--- src/rtl/digit_serial_adder.sv ---
// Digit-serial adder/subtractor: adds two WIDTH-bit operands DIGIT bits per clock
// over WIDTH/DIGIT cycles behind valid/ready handshakes on both sides.
module digit_serial_adder #(
    parameter int unsigned WIDTH = 64,
    parameter int unsigned DIGIT = 4
) (
    input  logic             clk,
    input  logic             rst_n,
    input  logic             in_valid,
    output logic             in_ready,
    input  logic [WIDTH-1:0] a,
    input  logic [WIDTH-1:0] b,
    input  logic             c_in,
    input  logic             sub,
    output logic             out_valid,
    input  logic             out_ready,
    output logic [WIDTH-1:0] sum,
    output logic             c_out,
    output logic             overflow
);

    localparam int unsigned N  = WIDTH / DIGIT;
    localparam int unsigned CW = (N > 1) ? $clog2(N) : 1;

    generate
        if (WIDTH < 1 || DIGIT < 1 || (WIDTH % DIGIT) != 0) begin : g_bad_cfg
            $error("digit_serial_adder: WIDTH must be a non-zero multiple of DIGIT");
        end
    endgenerate

    typedef enum logic [1:0] {IDLE, BUSY, DONE} state_e;

    state_e                  state_q;
    // Operands and sum held as N digits so the active digit is a plain index by k_q.
    logic [N-1:0][DIGIT-1:0] a_q, b_q, sum_q;
    logic                    carry_q, c_out_q, ovf_q;
    logic [CW-1:0]           k_q;

    logic [DIGIT:0]          digit_d;
    logic                    last_d, ovf_d;

    always_comb begin
        digit_d = {1'b0, a_q[k_q]} + {1'b0, b_q[k_q]} + {{DIGIT{1'b0}}, carry_q};
        last_d  = (k_q == CW'(N - 1));
        // Only meaningful on the top digit, where digit_d[DIGIT-1] is the sum MSB.
        ovf_d   = (a_q[N-1][DIGIT-1] == b_q[N-1][DIGIT-1]) &&
                  (digit_d[DIGIT-1] != a_q[N-1][DIGIT-1]);
    end

    always_ff @(posedge clk or negedge rst_n) begin
        if (!rst_n) begin
            state_q <= IDLE;
            a_q     <= '0;
            b_q     <= '0;
            sum_q   <= '0;
            carry_q <= 1'b0;
            c_out_q <= 1'b0;
            ovf_q   <= 1'b0;
            k_q     <= '0;
        end else begin
            case (state_q)
                IDLE: begin
                    if (in_valid) begin
                        a_q     <= a;
                        b_q     <= sub ? ~b : b;
                        carry_q <= c_in ^ sub;
                        k_q     <= '0;
                        state_q <= BUSY;
                    end
                end
                BUSY: begin
                    sum_q[k_q] <= digit_d[DIGIT-1:0];
                    carry_q    <= digit_d[DIGIT];
                    k_q        <= k_q + CW'(1);
                    if (last_d) begin
                        c_out_q <= digit_d[DIGIT];
                        ovf_q   <= ovf_d;
                        state_q <= DONE;
                    end
                end
                DONE: begin
                    if (out_ready) begin
                        state_q <= IDLE;
                    end
                end
                default: state_q <= IDLE;
            endcase
        end
    end

    assign in_ready  = (state_q == IDLE);
    assign out_valid = (state_q == DONE);
    assign sum       = sum_q;
    assign c_out     = c_out_q;
    assign overflow  = ovf_q;

endmodule

--- config.mk ---
export PLATFORM = sky130hd
export DESIGN_NAME = digit_serial_adder
export DESIGN_NICKNAME = d
export VERILOG_FILES = /design/src/rtl/digit_serial_adder.sv
export SDC_FILE = /design/constraint.sdc
export NUM_CORES = 1
export LEC_CHECK = 0
export ABC_AREA = 1
export CORE_ASPECT_RATIO = 1.5
export CORE_MARGIN = 4
export CORE_UTILIZATION = 58
export CTS_BUF_LIST = sky130_fd_sc_hd__clkbuf_8
export DETAILED_ROUTE_END_ITERATION = 7
export GPL_TIMING_DRIVEN = 0
export PLACE_DENSITY = 0.87
export RECOVER_POWER = 100
export SETUP_SLACK_MARGIN = 0.4
export SYNTH_ARGS = -nofsm -noshare
export SYNTH_HDL_FRONTEND = slang
export SYNTH_SLANG_ARGS = --single-unit
--- constraint.sdc ---
create_clock -name clk -period 4.6 [get_ports clk]
set_input_delay 0.46 -clock clk [delete_from_list [all_inputs] [get_ports clk]]
set_output_delay 0.46 -clock clk [all_outputs]
set_load 0.02 [all_outputs]
[After elaboration in Yosys (flattened, before gate mapping)]
Index checks and enable logic that the tools add are counted.
Word-level totals
  register bits: 201
  bits of input ports: 134
  word-level logic and storage cells: 92
Cells by class
  bitwise logic cells: 2
  muxes and demuxes: 16
  eq/ne operators: 8
  $lt $le $gt $ge: 2
  add/sub/neg operators: 3
  reduce and logical (&&, ||, !) cells: 8
Operator list (number)
  64-bit bitwise mux: 1
  64-bit two-way mux: 1
  64-bit NOT: 1
  4-bit binary-select mux with 4-bit select: 2
  4-bit demux with 4-bit select: 1
  4-bit two-way mux: 4
  4-bit case mux with 2 select lines: 1
  2-bit two-way mux: 3
  2-bit case mux with 3 select lines: 1
  2-bit AND reduction: 3
  4-bit by 4-bit adder with 5-bit output: 1
  5-bit by 1-bit adder with 5-bit output: 1
  4-bit by 5-bit < comparator with 1-bit output (second input constant): 1
  4-bit by 1-bit adder with 4-bit output (second input constant): 1
  4-bit equality test (second input constant): 1
  4-bit by 1-bit >= comparator with 1-bit output (second input constant): 1
  2-bit inequality test (second input constant): 2
  3-bit AND reduction: 1
  2-bit by 1-bit equality test with 1-bit output (second input constant): 1
  2-bit equality test (second input constant): 1
  1-bit logical AND: 2
  2-bit zero test: 1
  2-bit by 1-bit inequality test with 1-bit output (second input constant): 1
  1-bit case mux with 2 select lines: 1
  other kinds (5): 5

[Logic depth before layout (Yosys ltp)]
Gate-level depths: netlist of the first run.
  depth after elaboration: 6
  mapped depth: 18

[Worst setup path after synthesis of the first run]
No wires, ideal clock.
  kind: reg2reg
  start point: reg k_q[0]
  end point: reg sum_q (netlist bit sum[13])
  buffers on the path: 4
  arrival: 2.516 ns
  path slack: 1.949 ns
  cell stages (with the launch flop): 16
  path through: dfrtp_1 buf_2 buf_4 buf_4 nand2_1 nand2_1 nand2_1 nand2_1 nand2_1 inv_1 nand2_1 fa_1 fa_1 inv_1 clkbuf_1 o21ai_0
On the way
  cells in the longest elaborated chain, start to end: 5
RTL lines
  start: declaration: line 37  | logic [CW-1:0] k_q;
  start signal: assignment: line 74  | k_q <= k_q + CW'(1);
  4-bit binary-select mux with 4-bit select: line 43  | digit_d = {1'b0, a_q[k_q]} + {1'b0, b_q[k_q]} + {{DIGIT{1'b0}}, carry_q};
  4-bit two-way mux (not written as such): line 43
  4-bit by 4-bit adder with 5-bit output *: line 43
  5-bit by 1-bit adder with 5-bit output *: line 43
  net digit_d[1]: line 39  | logic [DIGIT:0] digit_d;
  64-bit bitwise mux *: line 72  | sum_q[k_q] <= digit_d[DIGIT-1:0];
  end signal: indexed assignment: line 72
  end: declaration: line 35  | logic [N-1:0][DIGIT-1:0] a_q, b_q, sum_q;
Mark *: on every way through the listed nets, which the timed path passes. The rest lies on a longest branch. The select of a mux whose other input is x is not followed.
A chain may end at the register's enable or synchronous reset.

[Worst setup path after layout of the first run]
  start point: reg k_q[0]
  end point: reg sum_q (netlist bit sum[30])
On the way
  cells in the longest elaborated chain, start to end: 5
RTL lines (line)
  4-bit binary-select mux with 4-bit select, or another cell as far along: 43
  4-bit two-way mux (not written as such) / 1-bit logical AND (equally long branches): 43, 72
  4-bit by 4-bit adder with 5-bit output / 4-bit two-way mux (equally long branches): 43, 72
  5-bit by 1-bit adder with 5-bit output / 4-bit demux with 4-bit select (equally long branches): 43, 72
  64-bit bitwise mux *: 72
Mark *: on every way between the ends. The rest lies on a longest branch, timed or not. The select of a mux whose other input is x is not followed.

==> reports/qor.yml, run 1 <==
outcome:
  outcome: "finished, violations left"
  violations: "max-capacitance violations, max-slew violations"
routing:
  starting_drc_count_in_detailed_routing: 833
  dr_wl_cell_um: 16.3
  routed_wl_mm: 27.6
  drc_errors: 0
  dr.pass1.iters: 7
  route.top_layer_used: "met4"
  met3_length_mm: 1.51
  wirelength_met1_mm: 10.1
  detail_route.vias_per_cell: 5.27
  routed-via-count: 8920
  drtAntennaViolNets: 0
  wl_met2_mm: 14.2
placement:
  placement.io_buffers: 200
  dp_cells: 1641
  post_dp_cell_area_sq_um: 12100
  finalWeightedCongestion: 0.916
  dp_hpwl_mm: 20.6
timing:
  fin_skew_ns: 0.0234
  worstMarginPinSlew_ns: 2.36
  maxSlewViolCount: 95
  grt_setup_unrepaired: "no"
  setup-violations-final: 0
  post-route-period-util_pct: 82.1
  relSlewSlack_pct: -57.4
  finalWorstPathRequiredPeriod_ns: 3.78
  finalHoldViolCount: 0
  clock.fmax_mhz: 265
global_route:
  grt_first_pass_wirelength_mm: 44.3
  first_global_vias: 9131
  antenna_found_initial: 2
  grt_overflow: 0
  grt.total_usage_pct: 29.2
  grt_start_max_net_pins: 108
synth:
  synthXorXnorAreaFrac_pct: 5.96
  synth_top_family_by_area: "simple AND/OR/NAND/NOR gates"
  ys_seq_area_share_pct: 51.2
  netlist.area_leader.share_pct: 51.2
  synth-warning-count: 0
  synthesis.nets: 1373
  yosys-top-cells-area: "sky130_fd_sc_hd__dfrtp_1, sky130_fd_sc_hd__nand2_1, sky130_fd_sc_hd__o21ai_0"
  synth_compound_gate_area_share_pct: 9.57
  post_synth_simple_gate_area_pct: 24.8
  postSynthAreaPerCell_sq_um: 7.98
  synthesis.area_sq_um: 9820
  ys_types: 30
  synth.mux.area_fraction_pct: 0
  synth_adder_area_share_pct: 1.30
  synthDominantAreaCellType: "sky130_fd_sc_hd__dfrtp_1"
  postSynthRegisterBits: 201
  synthesis.instances: 1230
clock_tree:
  clk_path_buf_depth: 3
  cts_h_tree_depth: 1
  clock_tree_from_tritoncts: "yes"
  clk_pin_slew_worst_paths_ns: 0.07
  clock_sinks: 201
  cts-buffers-inserted: 29
  clk-insertion-delay-late_ns: 0.57
  clock-root-buffer: "sky130_fd_sc_hd__clkbuf_8"
  postCtsSetupBuffers: 0
worst_hold_path:
  hp-start: "sub"
  hold_path.class: "in2reg"
  hold-path-endpoint: "b_q[63]$_DFFE_PN0P_"
  min_path_cells: 3
setup_path:
  critical_path.endpoint_type: "register"
  critPathLaunchType: "register"
  setup.worst_path.class: "reg2reg"
  crit-reg2reg-capture: "sum[30]$_DFFE_PN0P_"
  critPathMaxFanout: 10
  reg2reg_depth: 16
  worst_ep_arrival_time_ns: 4.26
  worstPathRequired_ns: 5.09
  r2r_slack_ns: 0.82
  worst_r2r_startpoint: "k_q[0]$_DFFE_PN0P_"
power_and_ir_drop:
  power_density_nw_per_um2: 729
  power.ir.vdd_worst_mv: 0.547
  power.total_mw: 9.16
  clock_power_share_pct: 14.8
  leakage_nw: 6.25
  power.share.switching_pct: 47.2
  power_report.internal_total_mw: 4.83
  power_switching_mw: 4.33
  share_comb_of_total_power_pct: 52.2
  sequentialPowerShare_pct: 33.0
layout:
  post_route_cells_drive_above_1_share_pct: 6.68
  instances_no_fill: 1693
  fillers: 1313
  fin_nets: 1606
  syn2layout_area_growth_pct: 28.0
  final_cell_area_sq_um: 12600
die:
  core-area_sq_um: 16700
  floorplan.die_area_sq_um: 19100
  initial_utilization_pct: 58.8
  placement_rows: 58
  chipWidth_um: 114
  floorplan.io_pins: 202
  floorplan.die.height_um: 167
job:
  maxCapViolCount: 1
[cells by family (layout without fill, tap and decap cells)]
family                     after synthesis  count (layout)
adders and majority gates                9               9
DFF                                    201             201
other                                    0               2
AOI/OAI and AO/OA                      186             186
buffers and inverters                  149             400
xor gates and xnor gates                66              66
and+or+nand+nor                        619             619
[what timing repair did]
item                      4_1_cts  5_1_grt
hold endpoints to repair       94        0
gates resized for setup         0        0
hold buffers                    1        0
[routing by layer]
metal | GRT usage (%) | up-vias
met5 | 0 | -
met2 | 52.2 | 361
met3 | 3.54 | 110
met1 | 33.2 | 4168
li1 | - | 4281
met4 | 16.5 | 0
[area by class of cell]
class                           instances  area (sq um)  area share (%)
Antenna cell                            2          5.00          0.0398
Buffer                                 61           287            2.28
Clock buffer                           35           482            3.83
Clock inverter                         14          61.3           0.488
Inverter                               88           335            2.67
Multi-Input combinational cell        880          4070            32.4
Sequential cell                       201          5030            40.0
Tap cell                              210           263            2.09
Timing Repair Buffer                  202          2030            16.2
[critical path, stage by stage, from the launching register on]
cell and delay (ns):
sky130_fd_sc_hd__dfrtp_1 0.41, sky130_fd_sc_hd__clkbuf_1 0.20, sky130_fd_sc_hd__clkbuf_1 0.37, sky130_fd_sc_hd__nor2_1 0.19
sky130_fd_sc_hd__nor2_1 0.05, sky130_fd_sc_hd__o21ai_0 0.09, sky130_fd_sc_hd__nand2_1 0.09, sky130_fd_sc_hd__nand2_1 0.06
sky130_fd_sc_hd__nand2_1 0.05, sky130_fd_sc_hd__inv_1 0.09, sky130_fd_sc_hd__nand2_1 0.11, sky130_fd_sc_hd__fa_1 0.44
sky130_fd_sc_hd__fa_1 0.42, sky130_fd_sc_hd__xor2_1 0.52, sky130_fd_sc_hd__clkbuf_1 0.43, sky130_fd_sc_hd__nand2_1 0.11
sky130_fd_sc_hd__nand2_1 0.08
[power by group through the flow]
stage	clock [mW]	combinational (mW)	sequential, mW
2_1_floorplan	0	2.95	3.23
3_3_place_gp	0	4.87	3.02
3_5_place_dp	0	5.03	3.04
4_1_cts	1.36	5.06	3.03
5_1_grt	1.45	5.37	3.11
6_report	1.35	4.78	3.02
[sequential cells by signal (all words and copies together) (netlist names)]
register and flops:
a_q 64, b_q 64, sum 64, k_q 4, state_q 2, c_out 1
carry_q 1, overflow 1
[through the flow]
step	hold WS (ns)	setup TNS [ns]	utilization (%)	setup WS [ns]
4_1_cts	0.317	0	75.9	1.21
3_3_place_gp	0.457	-972.20	72.4	-4.85
6_report	0.326	0	75.3	0.825
5_1_grt	0.328	0	75.3	0.554
3_5_place_dp	0.460	0	72.6	1.25
2_1_floorplan	0.164	0	-	1.95
[how the worst max path moves through the flow]
stage / start / endpoint / cells after the start
2_1_floorplan: k_q[0]$_DFFE_PN0P_ / sum[13]$_DFFE_PN0P_ / 15
3_3_place_gp: rst_n / b_q[17]$_DFFE_PN0P_ / 1
3_5_place_dp: k_q[0]$_DFFE_PN0P_ / sum[13]$_DFFE_PN0P_ / 14
4_1_cts: k_q[0]$_DFFE_PN0P_ / sum[9]$_DFFE_PN0P_ / 14
5_1_grt: k_q[0]$_DFFE_PN0P_ / sum[42]$_DFFE_PN0P_ / 16
6_report: k_q[0]$_DFFE_PN0P_ / sum[30]$_DFFE_PN0P_ / 16
[placed cells by master (no fill, tap or decap), types with 3 or more instances in the layout]
master	count
sky130_fd_sc_hd__a21oi_1	3
sky130_fd_sc_hd__buf_2	27
sky130_fd_sc_hd__buf_4	4
sky130_fd_sc_hd__clkbuf_1	28
sky130_fd_sc_hd__clkbuf_8	35
sky130_fd_sc_hd__clkdlybuf4s50_1	131
sky130_fd_sc_hd__clkinv_2	4
sky130_fd_sc_hd__dfrtp_1	201
sky130_fd_sc_hd__dlygate4sd3_1	69
sky130_fd_sc_hd__ha_1	7
sky130_fd_sc_hd__inv_1	84
sky130_fd_sc_hd__inv_2	10
sky130_fd_sc_hd__nand2_1	476
sky130_fd_sc_hd__nand2_2	4
sky130_fd_sc_hd__nand3_1	20
sky130_fd_sc_hd__nor2_1	110
sky130_fd_sc_hd__nor2_4	5
sky130_fd_sc_hd__o21ai_0	164
sky130_fd_sc_hd__o21ai_1	15
sky130_fd_sc_hd__xnor2_1	65
[synthesized netlist by cell type (all sizes together)]
library cell and number:
nand2 481, dfrtp 201, o21ai 179, nor2 117, inv 87, xnor2 65, buf 52, nand3 20
clkbuf 9, ha 7, a21oi 3, fa 2, a31oi 1, clkinv 1, nand4 1, o211ai 1
o21bai 1, o31ai 1, xor2 1
(Power assumes the default switching activity.)
==> run 2, diff against run 1 <==
--- a/config.mk
+++ b/config.mk
@@ -8,11 +8,11 @@
 export ABC_AREA = 1
 export CORE_ASPECT_RATIO = 1.5
 export CORE_MARGIN = 4
-export CORE_UTILIZATION = 58
+export CORE_UTILIZATION = 48
 export CTS_BUF_LIST = sky130_fd_sc_hd__clkbuf_8
 export DETAILED_ROUTE_END_ITERATION = 7
 export GPL_TIMING_DRIVEN = 0
-export PLACE_DENSITY = 0.87
+export PLACE_DENSITY = 0.77
 export RECOVER_POWER = 100
 export SETUP_SLACK_MARGIN = 0.4
 export SYNTH_ARGS = -nofsm -noshare
==> constraint.sdc (replaced) <==
create_clock -name clk -period 3 [get_ports clk]
set_input_delay 0.3 -clock clk [delete_from_list [all_inputs] [get_ports clk]]
set_output_delay 0.3 -clock clk [all_outputs]
set_load 0.02 [all_outputs]
==> run 2 against run 1 <==
Effect of this change:
- the run still ends with max-capacitance violations, max-slew violations left
- via count up 2.2%
- combinational power increased by 120%
- first-iteration DRC count fell by 27%
==> reports/qor.yml, run 2 (synthesis results as in run 1) <==
outcome:
  outcome: "finished, violations left"  # unchanged
  violations: "max-capacitance violations, max-slew violations"  # unchanged
setup_path:
  worst_ep_arrival_time_ns: 3.30  # was 4.26 ns
  critical_path_buf_inv_count: 5  # was 4
  critPathMaxFanout: 10  # unchanged
  critical-path-max-stage-delay_ns: 0.60  # was 0.52 ns
  crit_slowest_cell: "sky130_fd_sc_hd__fa_2"  # was sky130_fd_sc_hd__xor2_1
  critical-path-top-delay-family: "adder cells"  # was buffers and inverters
  critPathLaunchType: "register"  # unchanged
  setup.worst_path.class: "reg2reg"  # unchanged
  worstPathCellList: "buf_6 > buf_6 > nor2_2 > nor2_1 > nand2_2 > nand2_1 > nand2_2 > nand2_1 > inv_1 > nand2_4 > fa_2 > fa_2 > clkinvlp_4 > clkbuf_16 > o21ai_2"  # was clkbuf_1 > clkbuf_1 > nor2_1 > nor2_1 > o21ai_0 > nand2_1 > nand2_1 > nand2_1 > inv_1 > nand2_1 > fa_1 > fa_1 > xor2_1 > clkbuf_1 > nand2_1 > nand2_1
  worstPathRequired_ns: 3.48  # was 5.09 ns
  critical_path.endpoint_type: "register"  # unchanged
timing:
  finalHoldViolCount: 0  # unchanged
  worstMarginPinSlew_ns: 1.89  # was 2.36 ns
  setup-violations-final: 0  # unchanged
  clock.fmax_mhz: 354  # was 265 MHz
  relSlewSlack_pct: -26.0  # was -57.4%
  finalWorstPathRequiredPeriod_ns: 2.83  # was 3.78 ns
  setup_tns_ns: 0  # unchanged
  grt_setup_unrepaired: "yes"  # was no
  fin_skew_ns: 0.00949  # was 0.0234 ns
  post-route-period-util_pct: 94.2  # was 82.1%
  maxSlewViolCount: 76  # was 95
power_and_ir_drop:
  power.ir.vdd_worst_mv: 0.910  # was 0.547 mV
  power_density_nw_per_um2: 1290  # was 729 nW/um^2
  leakage_nw: 6.57  # was 6.25 nW
die:
  floorplan.die_area_sq_um: 22900  # was 19100 sq um
  chipWidth_um: 125  # was 114 um
  placement_rows: 63  # was 58
  floorplan.die.height_um: 183  # was 167 um
  core-area_sq_um: 19900  # was 16700 sq um
  floorplan.io_pins: 202  # unchanged
  initial_utilization_pct: 49.2  # was 58.8%
routing:
  drtAntennaViolNets: 0  # unchanged
  dr.pass1.iters: 5  # was 7
  starting_drc_count_in_detailed_routing: 608  # was 833
  routed_wl_mm: 29.1  # was 27.6 mm
  routed-via-count: 9112  # was 8920
  drc_errors: 0  # unchanged
  detail_route.vias_per_cell: 5.15  # was 5.27
  dr_wl_cell_um: 16.4  # was 16.3 um
clock_tree:
  cts_h_tree_depth: 1  # unchanged
  clk_path_buf_depth: 3  # unchanged
  clock_sinks: 201  # unchanged
  clk_pin_slew_worst_paths_ns: 0.07  # about the same
  clock_tree_from_tritoncts: "yes"  # unchanged
  cts-buffers-inserted: 29  # unchanged
  clock-root-buffer: "sky130_fd_sc_hd__clkbuf_8"  # unchanged
  clk-insertion-delay-late_ns: 0.56  # was 0.57 ns
layout:
  antenna_cells: 0  # was 2
  fin_nets: 1632  # was 1606
  post_route_cells_drive_above_1_share_pct: 13.0  # was 6.68%
  final_cell_mix: "sky130_fd_sc_hd__nand2_1, sky130_fd_sc_hd__dfrtp_1, sky130_fd_sc_hd__o21ai_0, sky130_fd_sc_hd__clkdlybuf4s50_1, sky130_fd_sc_hd__nor2_1"  # unchanged
  syn2layout_area_growth_pct: 36.2  # was 28.0%
  instances_no_fill: 1770  # was 1693
  final_common_cell: "sky130_fd_sc_hd__nand2_1"  # unchanged
  fillers: 1659  # was 1313
placement:
  finalWeightedCongestion: 0.908  # was 0.916
  dp_cells: 1691  # was 1641
  placement.io_buffers: 200  # unchanged
  dp_hpwl_mm: 20.5  # was 20.6 mm
global_route:
  grt_overflow: 0  # unchanged
  grt_first_pass_wirelength_mm: 44.7  # was 44.3 mm
  grt_start_max_net_pins: 127  # was 108
  grt.total_usage_pct: 24.3  # was 29.2%
  first_global_vias: 8857  # was 9131
  antenna_found_initial: 0  # was 2
worst_hold_path:
  hold_path.class: "in2reg"  # unchanged
job:
  maxCapViolCount: 1  # unchanged
run 2: final timing paths:
path                                     startpoint                  end  slack (ns)  depth (start not counted)
max in group asynchronous                     rst_n   k_q[1]$_DFFE_PN0P_        0.76                          3
worst min-delay path                            sub  b_q[59]$_DFFE_PN0P_        0.19                          3
worst max-delay path             k_q[0]$_DFFE_PN0P_  sum[13]$_DFFE_PN0P_        0.17                         15
worst min register to register  sum[33]$_DFFE_PN0P_  sum[33]$_DFFE_PN0P_        0.48                          2
worst max register to register   k_q[0]$_DFFE_PN0P_  sum[13]$_DFFE_PN0P_        0.17                         15
min in group asynchronous                     rst_n  b_q[52]$_DFFE_PN0P_        0.79                          2
run 2: cell type report:
class                           instances  area, sq um  area share [%]
Sequential cell                       201         5030            37.6
Multi-Input combinational cell        880         4340            32.4
Timing Repair Buffer                  228         2260            16.9
Clock buffer                           38          523            3.91
Buffer                                 61          435            3.26
Inverter                               88          349            2.61
Tap cell                              260          325            2.43
Clock inverter                         14          110           0.823
run 2: tightest hold or removal path, cell delays in order:
cell	delay, ns
sky130_fd_sc_hd__buf_4	0.20
sky130_fd_sc_hd__xnor2_1	0.14
sky130_fd_sc_hd__o21ai_0	0.06
run 2: timing repair:
action | CTS | global route
hold endpoints to repair | 75 | 0
endpoints found under the setup margin | 54 | 61
gates cloned | 2 | 3
hold buffers | 1 | 0
buffers inserted | 15 | 6
pin swaps | 7 | 40
gates resized for setup | 80 | 69
run 2: power by group:
group	total [mW]	internal, mW	leakage [nW]	switching (mW)
registers	4.64	3.95	2.52	0.694
clock network	2.34	1.30	0.360	1.04
logic	10.3	4.09	3.69	6.19
total	17.3	9.34	6.57	7.92
run 2: routing by layer:
layer | wire [um] | vias up | global-route usage [%]
met1 | 10500 | 4254 | 27.3
met2 | 15000 | 394 | 43.7
met4 | 1880 | 0 | 14.3
met5 | 0 | - | 0
met3 | 1780 | 125 | 3.53
li1 | - | 4339 | -
run 2: metrics by stage:
stage	setup slack (ns)	hold WS (ns)	utilization, %	area [sq um]	total power, mW
5_1_grt	0.0780	0.213	67.1	13400	18.5
2_1_floorplan	0.423	0.00441	-	9830	9.54
6_report	0.175	0.189	67.1	13400	17.3
3_5_place_dp	-0.145	0.300	61.1	12200	12.4
4_1_cts	0.328	0.184	66.2	13200	16.1
3_3_place_gp	-6.51	0.453	60.9	12200	12.2
==> run 3, diff against run 2 <==
--- a/config.mk
+++ b/config.mk
@@ -12,6 +12,7 @@
 export CTS_BUF_LIST = sky130_fd_sc_hd__clkbuf_8
 export DETAILED_ROUTE_END_ITERATION = 7
 export GPL_TIMING_DRIVEN = 0
+export MAX_ROUTING_LAYER = met4
 export PLACE_DENSITY = 0.77
 export RECOVER_POWER = 100
 export SETUP_SLACK_MARGIN = 0.4
==> run 3 against run 2 <==
Effect of this change:
- the run still ends with max-capacitance violations, max-slew violations left
- global-route usage increased by 0.45 points
- combinational power decreased by 11%
- core utilization decreased by 1.6 points
- critical path depth unchanged
- critical path type unchanged
- largest power group unchanged
==> reports/qor.yml, run 3 (synthesis results as in run 1) <==
clock_tree:
  clk_pin_slew_worst_paths_ns: 0.06  # was 0.07 ns
  clk-insertion-delay-late_ns: 0.57  # was 0.56 ns
  clock-root-buffer: "sky130_fd_sc_hd__clkbuf_8"  # unchanged
  clock_tree_from_tritoncts: "yes"  # unchanged
  cts_h_tree_depth: 1  # unchanged
  clock_sinks: 201  # unchanged
  cts-buffers-inserted: 30  # was 29
  clk_path_buf_depth: 3  # unchanged
setup_path:
  critical_path.endpoint_type: "register"  # unchanged
  setup.worst_path.class: "reg2reg"  # unchanged
  reg2reg_depth: 15  # unchanged
  worstPathCellList: "buf_6 > buf_12 > nor2_2 > nor2_1 > o21ai_1 > nand2_1 > nand2_1 > nand2_1 > inv_2 > nand2_4 > fa_2 > fa_2 > clkinvlp_4 > buf_8 > o21ai_0"  # was buf_6 > buf_6 > nor2_2 > nor2_1 > nand2_2 > nand2_1 > nand2_2 > nand2_1 > inv_1 > nand2_4 > fa_2 > fa_2 > clkinvlp_4 > clkbuf_16 > o21ai_2
  worstPathRequired_ns: 3.48  # about the same
  worstSetupPathDepth: 15  # unchanged
  crit_slowest_cell: "sky130_fd_sc_hd__fa_2"  # unchanged
  critical-path-top-delay-family: "adder cells"  # unchanged
  critPathLaunchType: "register"  # unchanged
  crit_path_frequent_cell: "sky130_fd_sc_hd__nand2_1"
  critical_path_buf_inv_count: 5  # unchanged
  critical-path-max-stage-delay_ns: 0.56  # was 0.60 ns
  worst_ep_arrival_time_ns: 3.26  # was 3.30 ns
  critPathMaxFanout: 10  # unchanged
outcome:
  outcome: "finished, violations left"  # unchanged
  violations: "max-capacitance violations, max-slew violations"  # unchanged
routing:
  routed-via-count: 8843  # was 9112
  dr_wl_cell_um: 15.9  # was 16.4 um
  dr.pass1.iters: 6  # was 5
  starting_drc_count_in_detailed_routing: 646  # was 608
  detail_route.vias_per_cell: 5.04  # was 5.15
  drc_errors: 0  # unchanged
  drtAntennaViolNets: 0  # unchanged
  routed_wl_mm: 28.0  # was 29.1 mm
layout:
  fin_nets: 1623  # was 1632
  syn2layout_area_growth_pct: 32.9  # was 36.2%
  antenna_cells: 0  # unchanged
  instances_no_fill: 1755  # was 1770
  final_cell_mix: "sky130_fd_sc_hd__nand2_1, sky130_fd_sc_hd__dfrtp_1, sky130_fd_sc_hd__o21ai_0, sky130_fd_sc_hd__clkdlybuf4s50_1, sky130_fd_sc_hd__nor2_1"  # unchanged
  post_route_cells_drive_above_1_share_pct: 9.77  # was 13.0%
  final_common_cell: "sky130_fd_sc_hd__nand2_1"  # unchanged
die:
  core-area_sq_um: 19900  # unchanged
  floorplan.die_area_sq_um: 22900  # unchanged
  floorplan.die.height_um: 183  # unchanged
  initial_utilization_pct: 49.2  # unchanged
  placement_rows: 63  # unchanged
  floorplan.io_pins: 202  # unchanged
  chipWidth_um: 125  # unchanged
power_and_ir_drop:
  leakage_nw: 6.40  # was 6.57 nW
  power_density_nw_per_um2: 1220  # was 1290 nW/um^2
  power.ir.vdd_worst_mv: 1.03  # was 0.910 mV
  power.total_mw: 15.9  # was 17.3 mW
timing:
  relSlewSlack_pct: -25.1  # was -26.0%
  maxSlewViolCount: 76  # unchanged
  setup_tns_ns: 0  # unchanged
  finalHoldViolCount: 0  # unchanged
  setup_slack_ns: 0.219  # was 0.175 ns
  worstMarginPinSlew_ns: 1.88  # was 1.89 ns
  setup-violations-final: 0  # unchanged
  grt_setup_unrepaired: "yes"  # unchanged
  clock.fmax_mhz: 360  # was 354 MHz
  finalWorstPathRequiredPeriod_ns: 2.78  # was 2.83 ns
  post-route-period-util_pct: 92.7  # was 94.2%
  fin_skew_ns: 0.0107  # was 0.00949 ns
worst_hold_path:
  min_path_cells: 3  # unchanged
  hold_path.class: "in2reg"  # unchanged
placement:
  dp_hpwl_mm: 20.7  # was 20.5 mm
  preCtsSetupSlack_ns: -0.161  # was -0.145 ns
  finalWeightedCongestion: 0.924  # was 0.908
  placement.io_buffers: 200  # unchanged
  dp_cells: 1691  # unchanged
global_route:
  antenna_found_initial: 0  # unchanged
  grt_start_max_net_pins: 127  # unchanged
  first_global_vias: 8752  # was 8857
  grt.total_usage_pct: 24.7  # was 24.3%
  grt_overflow: 0  # unchanged
  grt_first_pass_wirelength_mm: 44.3  # was 44.7 mm
job:
  maxCapViolCount: 1  # unchanged
[run 3: changes by cell type in the layout (fill, tap and decap cells not counted), moves of 3 or more]
cell	delta
sky130_fd_sc_hd__buf_4	-6
sky130_fd_sc_hd__clkbuf_1	+3
sky130_fd_sc_hd__clkbuf_2	-4
sky130_fd_sc_hd__nand2_1	+9
sky130_fd_sc_hd__nand2_2	-7
sky130_fd_sc_hd__nor2_1	+5
sky130_fd_sc_hd__nor2_4	-3
sky130_fd_sc_hd__o21ai_0	+6
sky130_fd_sc_hd__o21ai_1	+8
sky130_fd_sc_hd__o21ai_2	-15
[run 3: what timing repair did]
item	in CTS	in global routing
setup endpoints to repair	54	61
hold endpoints to repair	75	0
gates resized for setup	79	23
setup buffers	11	2
hold buffers	1	0
gates cloned	2	1
pin swaps	1	7
[run 3: worst paths after layout]
check	to	startpoint	slack (ns)
worst max-delay path	sum[37]$_DFFE_PN0P_	k_q[0]$_DFFE_PN0P_	0.22
worst min-delay path	b_q[63]$_DFFE_PN0P_	sub	0.17
worst max register to register	sum[37]$_DFFE_PN0P_	k_q[0]$_DFFE_PN0P_	0.22
worst min register to register	sum[29]$_DFFE_PN0P_	sum[29]$_DFFE_PN0P_	0.48
max in group asynchronous	k_q[1]$_DFFE_PN0P_	rst_n	0.81
min in group asynchronous	b_q[53]$_DFFE_PN0P_	rst_n	0.78
[run 3: worst min-delay path, stage by stage]
cell	delay, ns
sky130_fd_sc_hd__buf_4	0.19
sky130_fd_sc_hd__xnor2_1	0.14
sky130_fd_sc_hd__o21ai_0	0.06
[run 3: report_power, final]
group | total [mW] | internal (mW) | switching, mW
logic | 9.18 | 3.60 | 5.58
clock network | 2.08 | 1.07 | 1.01
registers | 4.63 | 3.95 | 0.681
[run 3: through the flow]
step / hold slack (ns) / utilization (%) / instance area, sq um
5_1_grt: 0.178 / 65.4 / 13000
2_1_floorplan: 0.00441 / - / 9830
4_1_cts: 0.153 / 65.5 / 13100
3_5_place_dp: 0.302 / 61.1 / 12200
6_report: 0.167 / 65.4 / 13000
3_3_place_gp: 0.453 / 60.9 / 12200
[run 3: layer usage]
| metal | track usage, % | up-vias | part of all wire [%] |
|---|---|---|---|
| met5 | - | - | 0 |
| met2 | 43.0 | 384 | 51 |
| met3 | 3.29 | 105 | 6.3 |
| met1 | 27.6 | 4041 | 37 |
| li1 | - | 4313 | - |
| met4 | 13.4 | 0 | 5.6 |
[run 3: cell type report]
type                            instances  area [sq um]
Timing Repair Buffer                  218          2190
Sequential cell                       201          5030
Multi-Input combinational cell        880          4190
Buffer                                 61           422
Tap cell                              260           325
Inverter                               88           349
Clock inverter                         11          46.3
Clock buffer                           36           495
Fill cell                            1709          6890
